==> config.mk <==
export PLATFORM = sky130hd
export DESIGN_NAME = display_timings
export DESIGN_NICKNAME = d
export VERILOG_FILES = /design/src/rtl/display_timings.sv
export SDC_FILE = /design/constraint.sdc
export NUM_CORES = 1
export LEC_CHECK = 0
export ABC_AREA = 1
export CAP_MARGIN = 20
export CORE_MARGIN = 8
export CORE_UTILIZATION = 58
export DETAILED_ROUTE_END_ITERATION = 6
export PLACE_DENSITY_LB_ADDON = 0.05
export REMOVE_ABC_BUFFERS = 1
export SYNTH_ARGS = -nofsm -noshare
export SYNTH_HDL_FRONTEND = slang
export SYNTH_SLANG_ARGS = --single-unit
==> constraint.sdc <==
create_clock -name i_pix_clk -period 2.9 [get_ports i_pix_clk]
set_input_delay 0.58 -clock i_pix_clk [delete_from_list [all_inputs] [get_ports i_pix_clk]]
set_output_delay 0.58 -clock i_pix_clk [all_outputs]
set_load 0.05 [all_outputs]
==> src/rtl/display_timings.sv <==
// Raster timing generator: pixel/line counters with aligned sync, data-enable and frame/line strobes.
// Optional macro DISPLAY_TIMINGS_FRAME_COUNT_EN adds a 16-bit frame counter output.
module display_timings #(
  parameter int H_RES  = 640,
  parameter int V_RES  = 480,
  parameter int H_FP   = 16,
  parameter int H_SYNC = 96,
  parameter int H_BP   = 48,
  parameter int V_FP   = 10,
  parameter int V_SYNC = 2,
  parameter int V_BP   = 33,
  parameter bit H_POL  = 1'b0,
  parameter bit V_POL  = 1'b0
) (
  input  logic        i_pix_clk,
  input  logic        i_rst,
  output logic        o_hs,
  output logic        o_vs,
  output logic        o_de,
  output logic        o_frame,
  output logic        o_line,
  output logic [15:0] o_x,
  output logic [15:0] o_y
`ifdef DISPLAY_TIMINGS_FRAME_COUNT_EN
  ,
  output logic [15:0] o_frame_count
`endif
);

  localparam int H_TOTAL = H_RES + H_FP + H_SYNC + H_BP;
  localparam int V_TOTAL = V_RES + V_FP + V_SYNC + V_BP;

  localparam logic [15:0] H_LAST   = 16'(H_TOTAL - 1);
  localparam logic [15:0] V_LAST   = 16'(V_TOTAL - 1);
  localparam logic [16:0] H_ACT    = 17'(H_RES);
  localparam logic [16:0] V_ACT    = 17'(V_RES);
  localparam logic [16:0] HS_START = 17'(H_RES + H_FP);
  localparam logic [16:0] HS_END   = 17'(H_RES + H_FP + H_SYNC);
  localparam logic [16:0] VS_START = 17'(V_RES + V_FP);
  localparam logic [16:0] VS_END   = 17'(V_RES + V_FP + V_SYNC);

  logic [15:0] x_q, x_d;
  logic [15:0] y_q, y_d;
  logic        run_q;
  logic        hs_q, hs_d;
  logic        vs_q, vs_d;
  logic        de_q, de_d;
  logic        frame_q, frame_d;
  logic        line_q, line_d;

  // The first edge after reset release parks the counters at (0,0) so the
  // first released cycle presents the origin with its strobes.
  always_comb begin
    x_d = x_q;
    y_d = y_q;
    if (!run_q) begin
      x_d = 16'd0;
      y_d = 16'd0;
    end else if (x_q == H_LAST) begin
      x_d = 16'd0;
      if (y_q == V_LAST) begin
        y_d = 16'd0;
      end else begin
        y_d = y_q + 16'd1;
      end
    end else begin
      x_d = x_q + 16'd1;
    end
  end

  // Decode from the next counter values so registered outputs line up with o_x/o_y.
  always_comb begin
    de_d    = ({1'b0, x_d} < H_ACT) && ({1'b0, y_d} < V_ACT);
    hs_d    = (({1'b0, x_d} >= HS_START) && ({1'b0, x_d} < HS_END)) ? H_POL : ~H_POL;
    vs_d    = (({1'b0, y_d} >= VS_START) && ({1'b0, y_d} < VS_END)) ? V_POL : ~V_POL;
    line_d  = (x_d == 16'd0);
    frame_d = (x_d == 16'd0) && (y_d == 16'd0);
  end

  always_ff @(posedge i_pix_clk) begin
    if (i_rst) begin
      x_q     <= 16'd0;
      y_q     <= 16'd0;
      run_q   <= 1'b0;
      hs_q    <= ~H_POL;
      vs_q    <= ~V_POL;
      de_q    <= 1'b0;
      frame_q <= 1'b0;
      line_q  <= 1'b0;
    end else begin
      x_q     <= x_d;
      y_q     <= y_d;
      run_q   <= 1'b1;
      hs_q    <= hs_d;
      vs_q    <= vs_d;
      de_q    <= de_d;
      frame_q <= frame_d;
      line_q  <= line_d;
    end
  end

`ifdef DISPLAY_TIMINGS_FRAME_COUNT_EN
  logic [15:0] fcount_q, fcount_d;

  // The frame strobe that follows reset release is frame 0 and does not count.
  always_comb begin
    if (frame_d && run_q) begin
      fcount_d = fcount_q + 16'd1;
    end else begin
      fcount_d = fcount_q;
    end
  end

  always_ff @(posedge i_pix_clk) begin
    if (i_rst) begin
      fcount_q <= 16'd0;
    end else begin
      fcount_q <= fcount_d;
    end
  end

  assign o_frame_count = fcount_q;
`endif

  assign o_x     = x_q;
  assign o_y     = y_q;
  assign o_hs    = hs_q;
  assign o_vs    = vs_q;
  assign o_de    = de_q;
  assign o_frame = frame_q;
  assign o_line  = line_q;

endmodule

Word level (Yosys, flattened, before mapping):

Cells that the tools add are included.

* add/sub/neg operators: 2
* multipliers: 0
* div/mod/pow operators: 0
* magnitude comparators: 6
* eq/ne operators: 2
* shift-type cells: 0
* muxes and demuxes: 8
* bitwise logic cells: 0
* reductions and logical operators: 6

Operators by type and width (number)
* two-way mux 16 bit: 5
* adder 16 x 1 -> 16 bit, second input constant: 2
* == test 16 x 10 -> 1 bit, second input constant: 2
* zero test 16 bit: 2
* < comparator 16 x 10 -> 1 bit, second input constant: 2
* < comparator 16 x 9 -> 1 bit, second input constant: 2
* greater-or-equal comparator 16 x 10 -> 1 bit, second input constant: 1
* greater-or-equal comparator 16 x 9 -> 1 bit, second input constant: 1
* logical AND 1 bit: 4
* two-way mux 1 bit: 3

* flip-flop bits (word level): 38
* bits in latches: 0
* bits in writable memories: 0
* ROM bits: 0
* bits of input ports: 2
* word-level logic and storage cells: 32
* memories kept: 0

Depth between registers and ports, before layout:

Gate-level depths: netlist of the first run.

* word-level depth: 7
* mapped depth: 15
* depth with buffers taken out: 15

Worst setup path after synthesis of the first run:

OpenSTA, ideal clock, no wires.

* path type: reg2reg
* start: reg x_q[0] (netlist: o_x[0])
* end: reg vs_q (netlist: o_vs)
* setup time: 0.124 ns
* data arrival time: 2.004 ns
* required time: 2.776 ns
* path slack: 0.773 ns
* cell stages (with the launch flop): 13
* period minus slack after synthesis: 2.127 ns
* cells stage by stage: dfxtp_1 ha_1 nand2_1 inv_2 nand2_1 nor2_1 nand2_1 nand2_1 nand3_1 nor2_1 nand2_1 nor2_1 nand3_1

* longest elaborated chain between the ends: 6
* elaborated cells on any way between the ends: 7
* classes of those cells: 2 x order compare; 1 x eq/ne; 3 x mux; 1 x reduce/logical

RTL lines
* from (decl): RTL line 42 `logic [15:0] x_q, x_d;`
* from (signal assigned): RTL line 82 `x_q <= 16'd0;`
* from (signal assigned): RTL line 91 `x_q <= x_d;`
* == test 16 x 10 -> 1 bit (*): RTL line 59 `end else if (x_q == H_LAST) begin`
* two-way mux 16 bit (*): RTL line 59
* two-way mux 16 bit (*): RTL line 56 `if (!run_q) begin`
* greater-or-equal comparator 16 x 9 -> 1 bit or < comparator 16 x 9 -> 1 bit (tied branches): RTL line 75 `vs_d = (({1'b0, y_d} >= VS_START) && ({1'b0, y_d} < VS_END)) ? V_POL : ~V_POL;`
* logical AND 1 bit (*): RTL line 75
* two-way mux 1 bit (*): RTL line 75
* to (signal assigned): RTL line 86 `vs_q <= ~V_POL;`
* to (signal assigned): RTL line 95 `vs_q <= vs_d;`
* to (decl): RTL line 46 `logic vs_q, vs_d;`

Mark *: on every way between the ends. The rest lies on a longest branch, timed or not.
A chain may end at the register's enable or synchronous reset.

Worst setup path after layout of the first run:

* start: reg y_q[2] (netlist: o_y[2])
* end: out o_y[2]

RTL lines
* from (decl): RTL line 43 `logic [15:0] y_q, y_d;`
* from (signal assigned): RTL line 92 `y_q <= y_d;`
* to (decl): RTL line 23 `output logic [15:0] o_y`

No word-level cell between the ends.

==> reports/qor.yml, run 1 <==
critPathMaxFanout: 9
viasPerCell: 5.48
io_buffers: 38
cts_tree: "yes"
grt_use_total_pct: 22.9
drc_errors: 0
ys_seq_elements: 38
setup_violations: 0
max-slew-margin-rel_pct: 57.1
cp.arrival_ns: 1.70
critPathMaxStageDelay_ns: 0.87
post_cts_buffers: 0
cts_root_buf: "clkbuf_8"
cp_top_family: "buffers and inverters"
cp_cell_sequence: "clkdlybuf4s50_1"
worst_skew_pair.late_latency_ns: 0.30
crit_buf_inv: 1
synth_edf_count: 0
powerDensity_nw_per_um2: 311
finalMaxSlewViolations: 0
num_rows: 24
cts_made_buffers: 5
synth-xor-area-share_pct: 1.37
htree_levels: 2
fin_cells: 525
postRouteAntennaNets: 0
yosysTopAreaCellShare_pct: 29.8
clkTransAtPathRegs_ns: 0.08
finalPower_w: 0.000956
grt_overflow: 0
io_pins: 39
critical_path.startpoint: "o_y[2]$_SDFF_PP0_"
peakVddDrop_mv: 0.320
synth_compound_area_share_pct: 2.45
synthMuxAreaShare_pct: 0
clkSinkCount: 38
first_iter_violations: 474
rr_endpoint: "o_vs$_SDFF_PP1_"
netlist_area_um2: 2550
fin_tns_setup_ns: 0
async_flop_share_pct: 0
layout.nets: 477
cp_num_cells: 1
place_area_um2: 2980
cts-resized-gates: 0
hold_violations: 0
max-cap-violations: 0
grt_pass1_wl_mm: 12.3
synth_cells: 432
cp.required_ns: 2.32
crit_type: "reg2out"
synth-simple-area-share_pct: 55.4
drive_gt1_share_pct: 9.73
dieArea_um2: 6770
synth.area.top_cells: "dfxtp_1 (30%), nand2_1 (17%), nor2_1 (14%), nand3_1 (9.6%), inv_1 (7.1%)"
final_util_pct: 71.5
ys_seq_area_share_pct: 29.8
holdBufCountCts: 0
yosys_warnings: 0
avgRoutedWirePerCell_um: 14.0
drt_wl_total_mm: 7.34
rsz0062_at_grt: "no"
worstHoldPathType: "reg2reg"
initial_utilization_pct: 59.4
die_h_um: 82.3
core_area_um2: 4290
stdcell_area_um2: 3070
synth.avg_cell_area_um2: 5.90
synth_top_family_by_area: "simple AND/OR/NAND/NOR gates"
r2r_cells: 12
die_w_um: 82.3
route.vias.total: 2878
clockBufferDepth: 2
yosysMostFrequentCell: "nand2_1"
gp_congestion: 0.915
synth_cell_types: 28
synth_ff_type: "dfxtp_1"
startpoint_type: "register"
yosysTopAreaCell: "dfxtp_1"
crit_end: "o_y[2]"
p_leak_nw: 1.37
hpwl_mm: 5.64
drt_pass1_iterations: 5
tightest_slew_ns: 0.642
fin_skew_ns: 0.00945
slowest_stage: "clkdlybuf4s50_1"
n_antenna_cell: 0
first_global_vias: 2655
reg2reg_slack_ns: 0.79
antenna_found_initial: 0
fin_crit_ns: 2.28
grt_max_degree: 19
reg2reg_from: "o_x[0]$_SDFF_PP0_"
dp.cells: 517
status: "completed"
area_growth_pct: 20.4
fmax_ghz: 0.438
ys_top_cells_by_count: "nand2_1 (117), nor2_1 (96), nand3_1 (49)"
post-route-period-util_pct: 78.7
synthAdderAreaFrac_pct: 1.47
endpoint_kind: "output pin"
[flip-flops by register name (all words and copies together) (netlist names)]
name	flops
o_y	16
o_frame	1
o_x	16
o_vs	1
o_hs	1
o_line	1
run_q	1
o_de	1
[routing by layer]
layer | wire length, um | global-route usage, % | vias to the layer above
met5 | 0 | 0 | -
met4 | 103 | 7.19 | 0
met3 | 646 | 4.44 | 15
met2 | 3230 | 34.8 | 134
met1 | 3360 | 31.6 | 1302
li1 | - | - | 1427
[cell families after synthesis]
group	Yosys count
xor gates and xnor gates	4
adders and majority gates	3
AOI/OAI and AO/OA	12
and+or+nand+nor	312
DFF	38
buffers and inverters	63
[how the worst min path moves through the flow]
stage                       from                 to  cells past startpoint  slack (ns)
2_1_floorplan              i_rst  o_x[2]$_SDFF_PP0_                      1        0.65
3_3_place_gp   o_x[0]$_SDFF_PP0_  o_x[0]$_SDFF_PP0_                      1        0.49
3_5_place_dp   o_x[0]$_SDFF_PP0_  o_x[0]$_SDFF_PP0_                      1        0.51
4_1_cts        o_x[0]$_SDFF_PP0_  o_x[0]$_SDFF_PP0_                      1        0.52
5_1_grt        o_x[0]$_SDFF_PP0_  o_x[0]$_SDFF_PP0_                      1        0.57
6_report       o_x[0]$_SDFF_PP0_  o_x[0]$_SDFF_PP0_                      1        0.52
[layout make-up]
class / instances / area (um^2)
clock buffers: 6 / 72.6
fillers: 408 / 1220
repair buffers: 41 / 403
multi-input cells: 331 / 1550
well taps: 52 / 65.1
clock inverters: 2 / 13.8
inverters: 55 / 208
flip-flops and latches: 38 / 761
[metrics by stage]
step                      hold WS [ns]  setup WS (ns)
after floorplan                  0.652          0.753
after global placement           0.489          0.902
after detailed placement         0.508          0.834
after CTS                        0.523          0.613
after global routing             0.573          0.539
final                            0.521          0.617
[cell usage in the layout (no fill, tap or decap)]
cell type / Yosys / final
nand3b_1: 2 / 2
nor3b_1: 1 / 1
nor2_4: 5 / 5
o21ai_0: 8 / 8
clkinv_2: 1 / 2
clkdlybuf4s50_1: 0 / 38
or2_2: 1 / 1
buf_4: 1 / 3
nand3_2: 4 / 4
clkbuf_1: 6 / 1
o21ai_1: 1 / 1
nor2_2: 7 / 7
nand4_1: 11 / 11
nand2_2: 8 / 8
nand2_1: 117 / 117
o21bai_1: 1 / 1
ha_1: 3 / 3
nand3_1: 49 / 49
nor3_2: 1 / 1
a21oi_1: 2 / 2
clkinv_4: 0 / 1
clkbuf_8: 0 / 5
xor2_1: 4 / 4
inv_2: 6 / 6
dfxtp_1: 38 / 38
nand2_4: 3 / 3
nor2_1: 96 / 96
and2_1: 1 / 1
nor3_1: 6 / 6
inv_1: 48 / 48
[power breakdown]
group	leakage, nW	total, W	switching [W]	internal, W
clock network	0.0452	0.000367	0.000197	0.000170
registers	0.308	0.000533	0.00000644	0.000526
logic	1.02	0.0000562	0.0000391	0.0000171
total	1.37	0.000956	0.000243	0.000713
Note: power is estimated with default switching activity, not from simulation.
==> inputs of run 2 (changes only) <==
CORE_UTILIZATION = 54   (was 58)
clock period = 2.24 ns   (was 2.9 ns; I/O delays follow)
==> reports/qor.yml, run 2 (synthesis results as in run 1) <==
status: "completed"
worst_skew_pair.late_latency_ns: 0.30
clkTransAtPathRegs_ns: 0.07
htree_levels: 2
fin_hold_ws_ns: 0.529
drt_pass1_iterations: 5
grt_pass1_wl_mm: 12.4
critical_path.startpoint: "o_y[2]$_SDFF_PP0_"
postRouteAntennaNets: 0
final_common_cell: "nand2_1"
dieArea_um2: 7180
die_w_um: 84.7
cp_top_family: "buffers and inverters"
max-cap-violations: 0
cp_num_cells: 1
stdcell_area_um2: 3100
core_area_um2: 4630
io_buffers: 38
tightest_slew_ns: 0.518
gp_congestion: 0.928
hp-start: "o_x[0]$_SDFF_PP0_"
dp.cells: 519
clockBufferDepth: 2
layout_setup_ws_ns: 0.0997
post-route-period-util_pct: 95.5
cts_tree: "yes"
cts_root_buf: "clkbuf_8"
drive_gt1_share_pct: 10.2
grt_overflow: 0
cts_made_buffers: 5
r2r_cells: 10
fin_cells: 526
cp_cell_sequence: "clkdlybuf4s50_1"
dpl_worst_slack_ns: 0.241
n_antenna_cell: 0
cp.arrival_ns: 1.69
drc_errors: 0
clkSinkCount: 38
route.vias.total: 2796
reg2reg_slack_ns: 0.26
die_h_um: 84.7
grt_use_total_pct: 21.3
crit_type: "reg2out"
fin_tns_setup_ns: 0
rsz0062_at_grt: "no"
max-slew-margin-rel_pct: 65.3
crit_buf_inv: 1
hpwl_mm: 5.62
viasPerCell: 5.32
endpoint_kind: "output pin"
drt_wl_total_mm: 7.40
critPathMaxStageDelay_ns: 0.87
slowest_stage: "clkdlybuf4s50_1"
initial_utilization_pct: 55.1
worstHoldPathType: "reg2reg"
p_leak_nw: 1.39
fmax_ghz: 0.467
fin_crit_ns: 2.14
cp.required_ns: 1.79
peakVddDrop_mv: 0.322
first_iter_violations: 200
num_rows: 25
final_cell_mix: "nand2_1 (116), nor2_1 (95), nand3_1 (49)"
holdBufCountCts: 0
rr_endpoint: "o_hs$_SDFF_PP1_"
crit_end: "o_y[2]"
grt_max_degree: 34
fin_skew_ns: 0.0102
reg2reg_from: "o_x[0]$_SDFF_PP0_"
setup_violations: 0
antenna_found_initial: 0
hold_violations: 0
io_pins: 39
critPathMaxFanout: 9
place_area_um2: 2990
first_global_vias: 2619
avgRoutedWirePerCell_um: 14.1
powerDensity_nw_per_um2: 439
startpoint_type: "register"
layout.nets: 477
area_growth_pct: 21.7
finalMaxSlewViolations: 0
## run 2: power breakdown
part | total [W] | internal, W | switching [W]
clock | 0.000601 | 0.000356 | 0.000244
sequential | 0.000686 | 0.000682 | 0.00000389
combinational | 0.0000764 | 0.0000221 | 0.0000542
total | 0.00136 | 0.00106 | 0.000303
## run 2: repair_timing
item,in CTS,in global routing
resized for setup,0,2
endpoints found under the setup margin,0,2
buffers inserted,0,0
## run 2: worst min path at each step
stage,to,slack (ns),cells past startpoint
6_report,o_x[0]$_SDFF_PP0_,0.53,1
5_1_grt,o_x[0]$_SDFF_PP0_,0.57,1
4_1_cts,o_x[0]$_SDFF_PP0_,0.53,1
3_5_place_dp,o_x[0]$_SDFF_PP0_,0.52,1
3_3_place_gp,o_x[0]$_SDFF_PP0_,0.49,1
2_1_floorplan,o_x[2]$_SDFF_PP0_,0.52,1
## run 2: metrics by stage
step / power (W) / util [%]
2_1_floorplan: 0.000742 / -
3_3_place_gp: 0.000778 / 64.5
3_5_place_dp: 0.000778 / 64.5
4_1_cts: 0.00138 / 66.9
5_1_grt: 0.00141 / 67.1
6_report: 0.00136 / 67.1
## run 2: area by class of cell
cell class	instances	area, um^2
Multi-Input combinational cell	331	1550
Fill cell	455	1530
Timing Repair Buffer	41	403
Tap cell	54	67.6
Clock buffer	6	82.6
Inverter	55	208
Sequential cell	38	761
Clock inverter	1	30.0
## run 2: metal layers
metal	part of all wire, %	global-route usage [%]	up-vias
li1	-	-	1432
met1	43	24.8	1263
met2	50	37.1	85
met3	4.6	4.29	16
met4	2.3	8.09	0
met5	0	0	-
